[src/rtl/sar_search_pkg.sv]
// Shared types and widths for the successive-approximation search controller.
// The state encoding and counter widths are common to the RTL and its bench.
package sar_search_pkg;

    typedef enum logic [1:0] {
        IDLE = 2'd0,
        TRY  = 2'd1,
        DONE = 2'd2
    } state_t;

    localparam int SETTLE_W = 3;
    localparam int STEPS_W  = 3;

    // True when exactly one of the three comparator flags is asserted.
    function automatic logic onehot3(input logic a, input logic b, input logic c);
        return (a & ~b & ~c) | (~a & b & ~c) | (~a & ~b & c);
    endfunction

endpackage

[src/rtl/sar_search4_if.sv]
// Bundle between the search controller and its comparator/host side.
// Comparator flags flow in, the trial value and search status flow out.
interface sar_search4_if #(
    parameter int WIDTH = 4
);
    import sar_search_pkg::*;

    logic               start;
    logic               low;
    logic               equal;
    logic               great;
    logic [WIDTH-1:0]   guess;
    logic               busy;
    logic               done;
    logic [WIDTH-1:0]   result;
    logic [STEPS_W-1:0] steps;
    logic               err;

    modport master (
        output start, low, equal, great,
        input  guess, busy, done, result, steps, err
    );

    modport slave (
        input  start, low, equal, great,
        output guess, busy, done, result, steps, err
    );

endinterface

[src/rtl/sar_search4.sv]
// Successive-approximation search controller: resolves a comparator target MSB-first.
// Define SAR_SEARCH_FLAGCHK_EN to flag non-one-hot comparator flags through err.
module sar_search4
    import sar_search_pkg::*;
#(
    parameter int WIDTH  = 4,
    parameter int SETTLE = 0
) (
    input  logic          clk,
    input  logic          rst,
    sar_search4_if.slave  bus
);

    localparam int IDX_W = (WIDTH > 1) ? $clog2(WIDTH) : 1;
    localparam logic [WIDTH-1:0]    TOP_BIT     = {1'b1, {(WIDTH-1){1'b0}}};
    localparam logic [IDX_W-1:0]    TOP_IDX     = IDX_W'(WIDTH - 1);
    localparam logic [SETTLE_W-1:0] SETTLE_INIT = SETTLE_W'(SETTLE);

    state_t               state_reg,  state_next;
    logic [IDX_W-1:0]     idx_reg,    idx_next;
    logic [WIDTH-1:0]     trial_reg,  trial_next;
    logic [WIDTH-1:0]     acc_reg,    acc_next;
    logic [WIDTH-1:0]     result_reg, result_next;
    logic [STEPS_W-1:0]   steps_reg,  steps_next;
    logic                 err_reg,    err_next;
    logic [SETTLE_W-1:0]  settle_reg, settle_next;

    logic [WIDTH-1:0]     acc_upd;
    logic [WIDTH-1:0]     next_mask;
    logic                 flag_bad;
    logic                 unused_low;

    // acc_upd: accumulator with the bit under test set from the great flag
    // (equal is handled before this is used, so low and all-zero both clear it).
    // next_mask: the bit one position below the current index.
    for (genvar gi = 0; gi < WIDTH; gi++) begin : g_bit
        assign acc_upd[gi]   = (int'(idx_reg) == gi)     ? bus.great : acc_reg[gi];
        assign next_mask[gi] = (int'(idx_reg) == gi + 1);
    end

`ifdef SAR_SEARCH_FLAGCHK_EN
    assign flag_bad = ~onehot3(bus.low, bus.equal, bus.great);
`else
    assign flag_bad = 1'b0;
`endif

    // low only matters for the one-hot check; otherwise it is the implied default.
    assign unused_low = bus.low;

    always_ff @(posedge clk) begin
        if (rst) begin
            state_reg  <= IDLE;
            idx_reg    <= '0;
            trial_reg  <= '0;
            acc_reg    <= '0;
            result_reg <= '0;
            steps_reg  <= '0;
            err_reg    <= 1'b0;
            settle_reg <= '0;
        end else begin
            state_reg  <= state_next;
            idx_reg    <= idx_next;
            trial_reg  <= trial_next;
            acc_reg    <= acc_next;
            result_reg <= result_next;
            steps_reg  <= steps_next;
            err_reg    <= err_next;
            settle_reg <= settle_next;
        end
    end

    always_comb begin
        state_next  = state_reg;
        idx_next    = idx_reg;
        trial_next  = trial_reg;
        acc_next    = acc_reg;
        result_next = result_reg;
        steps_next  = steps_reg;
        err_next    = err_reg;
        settle_next = settle_reg;

        case (state_reg)
            IDLE: begin
                if (bus.start) begin
                    state_next  = TRY;
                    idx_next    = TOP_IDX;
                    trial_next  = TOP_BIT;
                    acc_next    = '0;
                    steps_next  = '0;
                    err_next    = 1'b0;
                    settle_next = SETTLE_INIT;
                end
            end

            TRY: begin
                if (settle_reg != '0) begin
                    settle_next = settle_reg - SETTLE_W'(1);
                end else begin
                    steps_next = steps_reg + STEPS_W'(1);
                    if (flag_bad) begin
                        err_next    = 1'b1;
                        result_next = trial_reg;
                        state_next  = DONE;
                    end else if (bus.equal) begin
                        result_next = trial_reg;
                        state_next  = DONE;
                    end else if (idx_reg == '0) begin
                        acc_next    = acc_upd;
                        result_next = acc_upd;
                        state_next  = DONE;
                    end else begin
                        acc_next    = acc_upd;
                        idx_next    = idx_reg - IDX_W'(1);
                        trial_next  = acc_upd | next_mask;
                        settle_next = SETTLE_INIT;
                    end
                end
            end

            DONE: begin
                state_next = IDLE;
            end

            default: begin
                state_next = IDLE;
            end
        endcase
    end

    // Outside a search the comparator sees the last resolved value.
    assign bus.busy   = (state_reg == TRY);
    assign bus.done   = (state_reg == DONE);
    assign bus.guess  = (state_reg == TRY) ? trial_reg : result_reg;
    assign bus.result = result_reg;
    assign bus.steps  = steps_reg;
    assign bus.err    = err_reg;

endmodule

[src/flat_wrapper.sv]
// flat-port wrapper written by rule: the top's interface ports become plain ports
module sar_search4_flat import sar_search_pkg::*;
#(
    parameter int WIDTH  = 4,
    parameter int SETTLE = 0
)
  (clk, rst, bus_start, bus_low, bus_equal, bus_great, bus_guess, bus_busy, bus_done, bus_result, bus_steps, bus_err);
  sar_search4_if #(.WIDTH(WIDTH)) bus_i ();
  input  logic clk;
  input  logic rst;
  input wire logic [$bits(bus_i.start)-1:0] bus_start;
  input wire logic [$bits(bus_i.low)-1:0] bus_low;
  input wire logic [$bits(bus_i.equal)-1:0] bus_equal;
  input wire logic [$bits(bus_i.great)-1:0] bus_great;
  output wire logic [$bits(bus_i.guess)-1:0] bus_guess;
  output wire logic [$bits(bus_i.busy)-1:0] bus_busy;
  output wire logic [$bits(bus_i.done)-1:0] bus_done;
  output wire logic [$bits(bus_i.result)-1:0] bus_result;
  output wire logic [$bits(bus_i.steps)-1:0] bus_steps;
  output wire logic [$bits(bus_i.err)-1:0] bus_err;
  assign bus_i.start = bus_start;
  assign bus_i.low = bus_low;
  assign bus_i.equal = bus_equal;
  assign bus_i.great = bus_great;
  assign bus_guess = bus_i.guess;
  assign bus_busy = bus_i.busy;
  assign bus_done = bus_i.done;
  assign bus_result = bus_i.result;
  assign bus_steps = bus_i.steps;
  assign bus_err = bus_i.err;
  sar_search4 #(.WIDTH(WIDTH), .SETTLE(SETTLE)) u_core (.clk(clk), .rst(rst), .bus(bus_i));
endmodule
[config.mk]
export PLATFORM = sky130hd
export DESIGN_NAME = sar_search4_flat
export DESIGN_NICKNAME = d
export VERILOG_FILES = /design/src/rtl/sar_search_pkg.sv /design/src/rtl/sar_search4_if.sv /design/src/rtl/sar_search4.sv /design/src/flat_wrapper.sv
export SDC_FILE = /design/constraint.sdc
export NUM_CORES = 1
export LEC_CHECK = 0
export ABC_AREA = 1
export CAP_MARGIN = 25
export CORE_ASPECT_RATIO = 1.2
export CORE_UTILIZATION = 40
export DETAILED_ROUTE_END_ITERATION = 10
export PLACE_DENSITY = 0.64
export SYNTH_ARGS = -nofsm -noshare
export SYNTH_HDL_FRONTEND = slang
export SYNTH_SLANG_ARGS = --single-unit
[constraint.sdc]
create_clock -name clk -period 1.2 [get_ports clk]
set_input_delay 0.3 -clock clk [delete_from_list [all_inputs] [get_ports clk]]
set_output_delay 0.3 -clock clk [all_outputs]
set_load 0.01 [all_outputs]
Yosys cells after proc, flatten, opt, wreduce, memory -nomap -nowiden. Cells that the tools add are included.

Register bits: 22. Output and inout bits: 14. Logic and storage cells: 69.

Add/subtract/negate cells: 3. Eq/ne operators: 12. Muxes and demuxes: 33. Bitwise logic cells: 2. Reductions and logical operators: 12.

Operator list (count): 4-bit two-way mux (10); 2-bit two-way mux (8); 4-bit one-hot mux with 2 select lines (2); 3-bit two-way mux (5); 3-bit one-hot mux with 2 select lines (2); 3-bit by 2-bit != test with 1-bit output, second input constant (3); 3-bit AND reduction (3); 2-bit != test, second input constant (4); 2-bit one-hot mux with 2 select lines (2); 4-bit AND reduction (2); 2-bit equality test, second input constant (3); 2-bit zero test (3); 5-bit AND reduction (1); 2-bit by 1-bit equality test with 1-bit output, second input constant (2); 1-bit two-way mux (4); 4-bit by 3-bit bitwise OR with 4-bit output (1); 2-bit nonzero test (2); 3-bit by 1-bit adder with 3-bit output, second input constant (1); 3-bit nonzero test (1); 3-bit by 1-bit subtractor with 3-bit output, second input constant (1); 2-bit by 1-bit subtractor with 2-bit output, second input constant (1); 1-bit inverter (1).

Depth between registers and ports, before layout.
Depth after elaboration: 7. Gate-level depth with buffers: 9.

Least setup slack after synthesis. OpenSTA, ideal clock, no wires.

Path kind: register to register. Start point: register u_core.idx_reg[0]. End point: register u_core.idx_reg[0]. Setup time: 0.064 ns. Data arrival time: 1.270 ns. Required time: 1.136 ns. Path slack: -0.134 ns. Cell stages (with the launch flop): 10. Period minus slack after synthesis: 1.334 ns. Cells stage by stage: dfxtp_1 -> inv_1 -> ha_1 -> nor2_2 -> inv_1 -> nand2_1 -> nand3_2 -> nand2_1 -> nand2_1 -> nor2_1.

Word-level cells in the longest chain between the ends: 5. Elaborated cells on any way between the ends: 8. Those cells by class: 1 x add/sub; 1 x eq/ne; 4 x mux; 2 x reduce/logical.

RTL lines: start: declaration (line sar_search4.sv:20) `logic [IDX_W-1:0] idx_reg, idx_next;`; start signal: assignment (line sar_search4.sv:62) `idx_reg <= idx_next;`; 2-bit by 1-bit subtractor with 2-bit output (line sar_search4.sv:113) `idx_next = idx_reg - IDX_W'(1);`; 2-bit two-way mux (line sar_search4.sv:107) `end else if (idx_reg == '0) begin`; 2-bit two-way mux (line sar_search4.sv:104) `end else if (bus.equal) begin`; 2-bit two-way mux (line sar_search4.sv:96) `if (settle_reg != '0) begin`; 2-bit one-hot mux with 2 select lines (line sar_search4.sv:82) `case (state_reg)`.

Parallel ways exist; a longest one is shown, timed or not. The select of a mux whose other input is x is not followed. A chain may end at the register's enable or synchronous reset.

Worst setup path in the final report.
Start point: register u_core.state_reg[1]. End point: output port bus_guess[1].

Word-level cells in the longest chain between the ends: 2.

RTL lines: start: declaration (line sar_search4.sv:19) `state_t state_reg, state_next;`; start signal: assignment (line sar_search4.sv:61) `state_reg <= state_next;`; 2-bit by 1-bit equality test with 1-bit output (line sar_search4.sv:133) `assign bus.guess = (state_reg == TRY) ? trial_reg : result_reg;`; 4-bit two-way mux (line sar_search4.sv:133); end: declaration (line flat_wrapper.sv:15) `output wire logic [$bits(bus_i.guess)-1:0] bus_guess;`.

Every way passes these cells.

==> impl_metrics.py <==
metrics = {
    "worst_setup_path": {
        "r2r_end": "u_core.settle_reg[0]$_SDFFE_PP0P_",
        "startpoint_type": "flop",
        "reg2reg_slack_ns": -0.23,
        "end_kind": "output pin",
        "critPathLaunch": "u_core.state_reg[1]$_SDFFE_PP0P_",
        "critPathKind": "flop to output pin",
        "crit_required_ns": 0.90,
        "reg2reg_depth": 8,
        "worst-endpoint-arrival_ns": 1.13,
        "r2r-start": "u_core.state_reg[0]$_SDFFE_PP0P_",
        "endpoint": "bus_guess[1]",
        "critPathMaxFanout": 6,
    },
    "power": {
        "p_int_w": 0.00141,
        "pwr-share-comb_pct": 42.6,
        "p_sw_w": 0.000775,
        "leakage_nw": 1.04,
        "sw_frac_of_total_pct": 35.4,
        "power_w": 0.00219,
        "cellPowerDensity_nw_per_um2": 1030,
        "seq_power_share_pct": 37.8,
        "ir_drop_mv": 0.785,
        "clockPowerShare_pct": 19.5,
    },
    "placed_design": {
        "dp_hpwl_um": 2380,
        "place_ws_ns": -0.494,
        "portBuffers": 17,
        "gp_congestion": 0.890,
    },
    "logic_synthesis": {
        "synth-seq-cells": 22,
        "yosysUniqueCellTypes": 23,
        "ys_seq_area_share_pct": 37.1,
        "synth_warnings": 0,
        "syn_nets": 193,
        "syn_area_um2": 1190,
        "netlist_instances": 182,
        "avgSynthCellArea_um2": 6.53,
    },
    "detailed_routing": {
        "num_vias": 1410,
        "drc": 0,
        "wl_um": 3840,
        "drtAntennaViolNets": 0,
        "wl_per_cell_um": 13.6,
        "dr.pass1.iters": 5,
        "first_iter_violations": 36,
        "viasPerCell": 4.98,
    },
    "cells_and_area": {
        "syn_to_final_growth_pct": 78.6,
        "final_cell_mix": "buf_4, nand2_1, inv_1",
        "antenna_cells": 0,
        "layout.cells.most_common": "buf_4",
        "nets": 261,
        "drive_gt1_share_pct": 53.0,
        "fillers": 198,
    },
    "global_route": {
        "top_usage_layer": "met2",
        "grt_use_total_pct": 23.0,
        "use_met2_pct": 43.2,
        "first_global_vias": 1263,
        "grt_util_met1_pct": 27.2,
        "grtUsageMet3_pct": 3.16,
        "grt.overflow.total": 0,
        "grt_max_degree": 15,
        "grt_first_pass_wirelength_um": 5440,
        "antenna_found_initial": 0,
    },
    "timing": {
        "final_hold_viol_count": 0,
        "min_period_over_period_pct": 119,
        "setup_viol": 28,
        "fin_worst_skew_ns": 0.00631,
        "fmax_mhz": 699,
        "rsz0062_at_grt": "yes",
        "setup_tns_ns": -4.48,
        "finalCriticalPeriod_ns": 1.43,
        "fin_ws_ns": -0.230,
        "report.final.slew_viol_count": 0,
    },
    "clock_tree": {
        "clkSinkCount": 22,
        "clockBufferDepth": 2,
        "clock_latency_ns": 0.31,
        "cts_tree": "yes",
        "cts_hold_buf": 0,
        "clkTransAtPathRegs_ns": 0.14,
        "cts_made_buffers": 3,
        "cts-htree-levels": 1,
        "cts_root_buf": "clkbuf_4",
    },
    "floorplan": {
        "die_h_um": 61.7,
        "rows": 21,
        "core-area_um2": 2810,
        "start_util_pct": 42.3,
        "io_pins": 20,
        "die_x_um": 51.8,
        "die-area_um2": 3190,
    },
    "worst_hold_path": {
        "min_path_type": "flop to flop",
    },
    "outcome": {
        "violations": "negative setup slack",
        "run_status": "finished, violations left",
    },
    "flow_run": {
        "max_cap_viol_count": 0,
    },
}
## synthesized netlist by cell type
| master | instances | area, um^2 |
|---|---|---|
| nand2_1 | 50 | 188 |
| inv_1 | 28 | 105 |
| nor2_1 | 23 | 86.3 |
| dfxtp_1 | 22 | 440 |
| a21oi_1 | 14 | 70.1 |
| nand3_1 | 11 | 55.1 |
| o21ai_0 | 11 | 55.1 |
| ha_1 | 5 | 62.6 |
| nand2_2 | 3 | 18.8 |
| nor2_2 | 2 | 12.5 |
| buf_2 | 1 | 5.00 |
| buf_4 | 1 | 7.51 |
| clkbuf_1 | 1 | 3.75 |
| conb_1 | 1 | 3.75 |
| inv_2 | 1 | 3.75 |
| nand3_2 | 1 | 10.0 |
| nand3b_1 | 1 | 7.51 |
| nor2_8 | 1 | 20.0 |
| nor3_1 | 1 | 5.00 |
| o21ai_1 | 1 | 5.00 |
| or2_1 | 1 | 6.26 |
| xnor2_1 | 1 | 8.76 |
| xor2_1 | 1 | 8.76 |
## worst min path at each step
stage | start | to | slack (ns) | cells after the start
2_1_floorplan | rst | u_core.acc_reg[3]$_SDFFE_PP0P_ | 0.37 | 1
3_3_place_gp | u_core.acc_reg[3]$_SDFFE_PP0P_ | u_core.acc_reg[3]$_SDFFE_PP0P_ | 0.45 | 2
3_5_place_dp | u_core.trial_reg[1]$_SDFFE_PP0P_ | u_core.trial_reg[1]$_SDFFE_PP0P_ | 0.46 | 2
4_1_cts | u_core.trial_reg[2]$_SDFFE_PP0P_ | u_core.trial_reg[2]$_SDFFE_PP0P_ | 0.48 | 2
5_1_grt | u_core.acc_reg[3]$_SDFFE_PP0P_ | u_core.acc_reg[3]$_SDFFE_PP0P_ | 0.51 | 2
6_report | u_core.acc_reg[3]$_SDFFE_PP0P_ | u_core.acc_reg[3]$_SDFFE_PP0P_ | 0.49 | 2
## power by group through the flow
stage | clock, W | sequential (W) | combinational [W]
after floorplan | 0 | 0.000839 | 0.000330
after global placement | 0 | 0.000826 | 0.000643
after detailed placement | 0 | 0.000829 | 0.000658
after CTS | 0.000422 | 0.000820 | 0.000777
after global routing | 0.000454 | 0.000834 | 0.00100
final | 0.000427 | 0.000828 | 0.000932
## cell type report
type | count | area, um^2 | share of cell area (%)
multi-input combinational | 129 | 901 | 42.4
tap | 34 | 42.5 | 2.00
clock buffer | 4 | 36.3 | 1.71
timing repair buffer | 65 | 566 | 26.6
sequential | 22 | 454 | 21.4
inverter | 29 | 124 | 5.83
## worst max-delay path, cell delays in order (launching register included)
cell     delay (ns)
dfxtp_2        0.36
inv_4          0.10
nand2_4        0.10
o21ai_2        0.12
buf_2          0.14
## per-stage QoR
step | area (um^2) | hold slack [ns] | cells | utilization, %
finish | 2120 | 0.488 | 283 | 75.5
global route | 2120 | 0.508 | 283 | 75.5
CTS | 1910 | 0.478 | 278 | 67.8
detailed placement | 1710 | 0.460 | 268 | 60.8
global placement | 1710 | 0.452 | 268 | 60.8
floorplan | 1210 | 0.369 | 182 | -
## repair_timing
action,4_1_cts,5_1_grt
cloned,1,0
buffers inserted,6,5
resized for setup,92,58
endpoints found under the setup margin,35,35
pin swaps,6,19
## metal layers
| layer | up-vias | wire length (um) |
|---|---|---|
| met5 | - | 0 |
| met4 | 0 | 29 |
| met3 | 4 | 124 |
| met2 | 30 | 2030 |
| met1 | 682 | 1660 |
| li1 | 694 | - |
## kinds of logic (layout without fill, tap and decap cells)
| family | count (synthesis) | after routing | share of synthesized area [%] |
|---|---|---|---|
| other | 1 | 1 | 0.315 |
| AOI/OAI and AO/OA | 26 | 26 | 10.9 |
| and+or+nand+nor | 94 | 95 | 34.4 |
| DFF | 22 | 22 | 37.1 |
| adders and majority gates | 5 | 5 | 5.26 |
| buffers and inverters | 32 | 98 | 10.5 |
| xor gates and xnor gates | 2 | 2 | 1.47 |
Note: power is estimated with default switching activity, not from simulation.
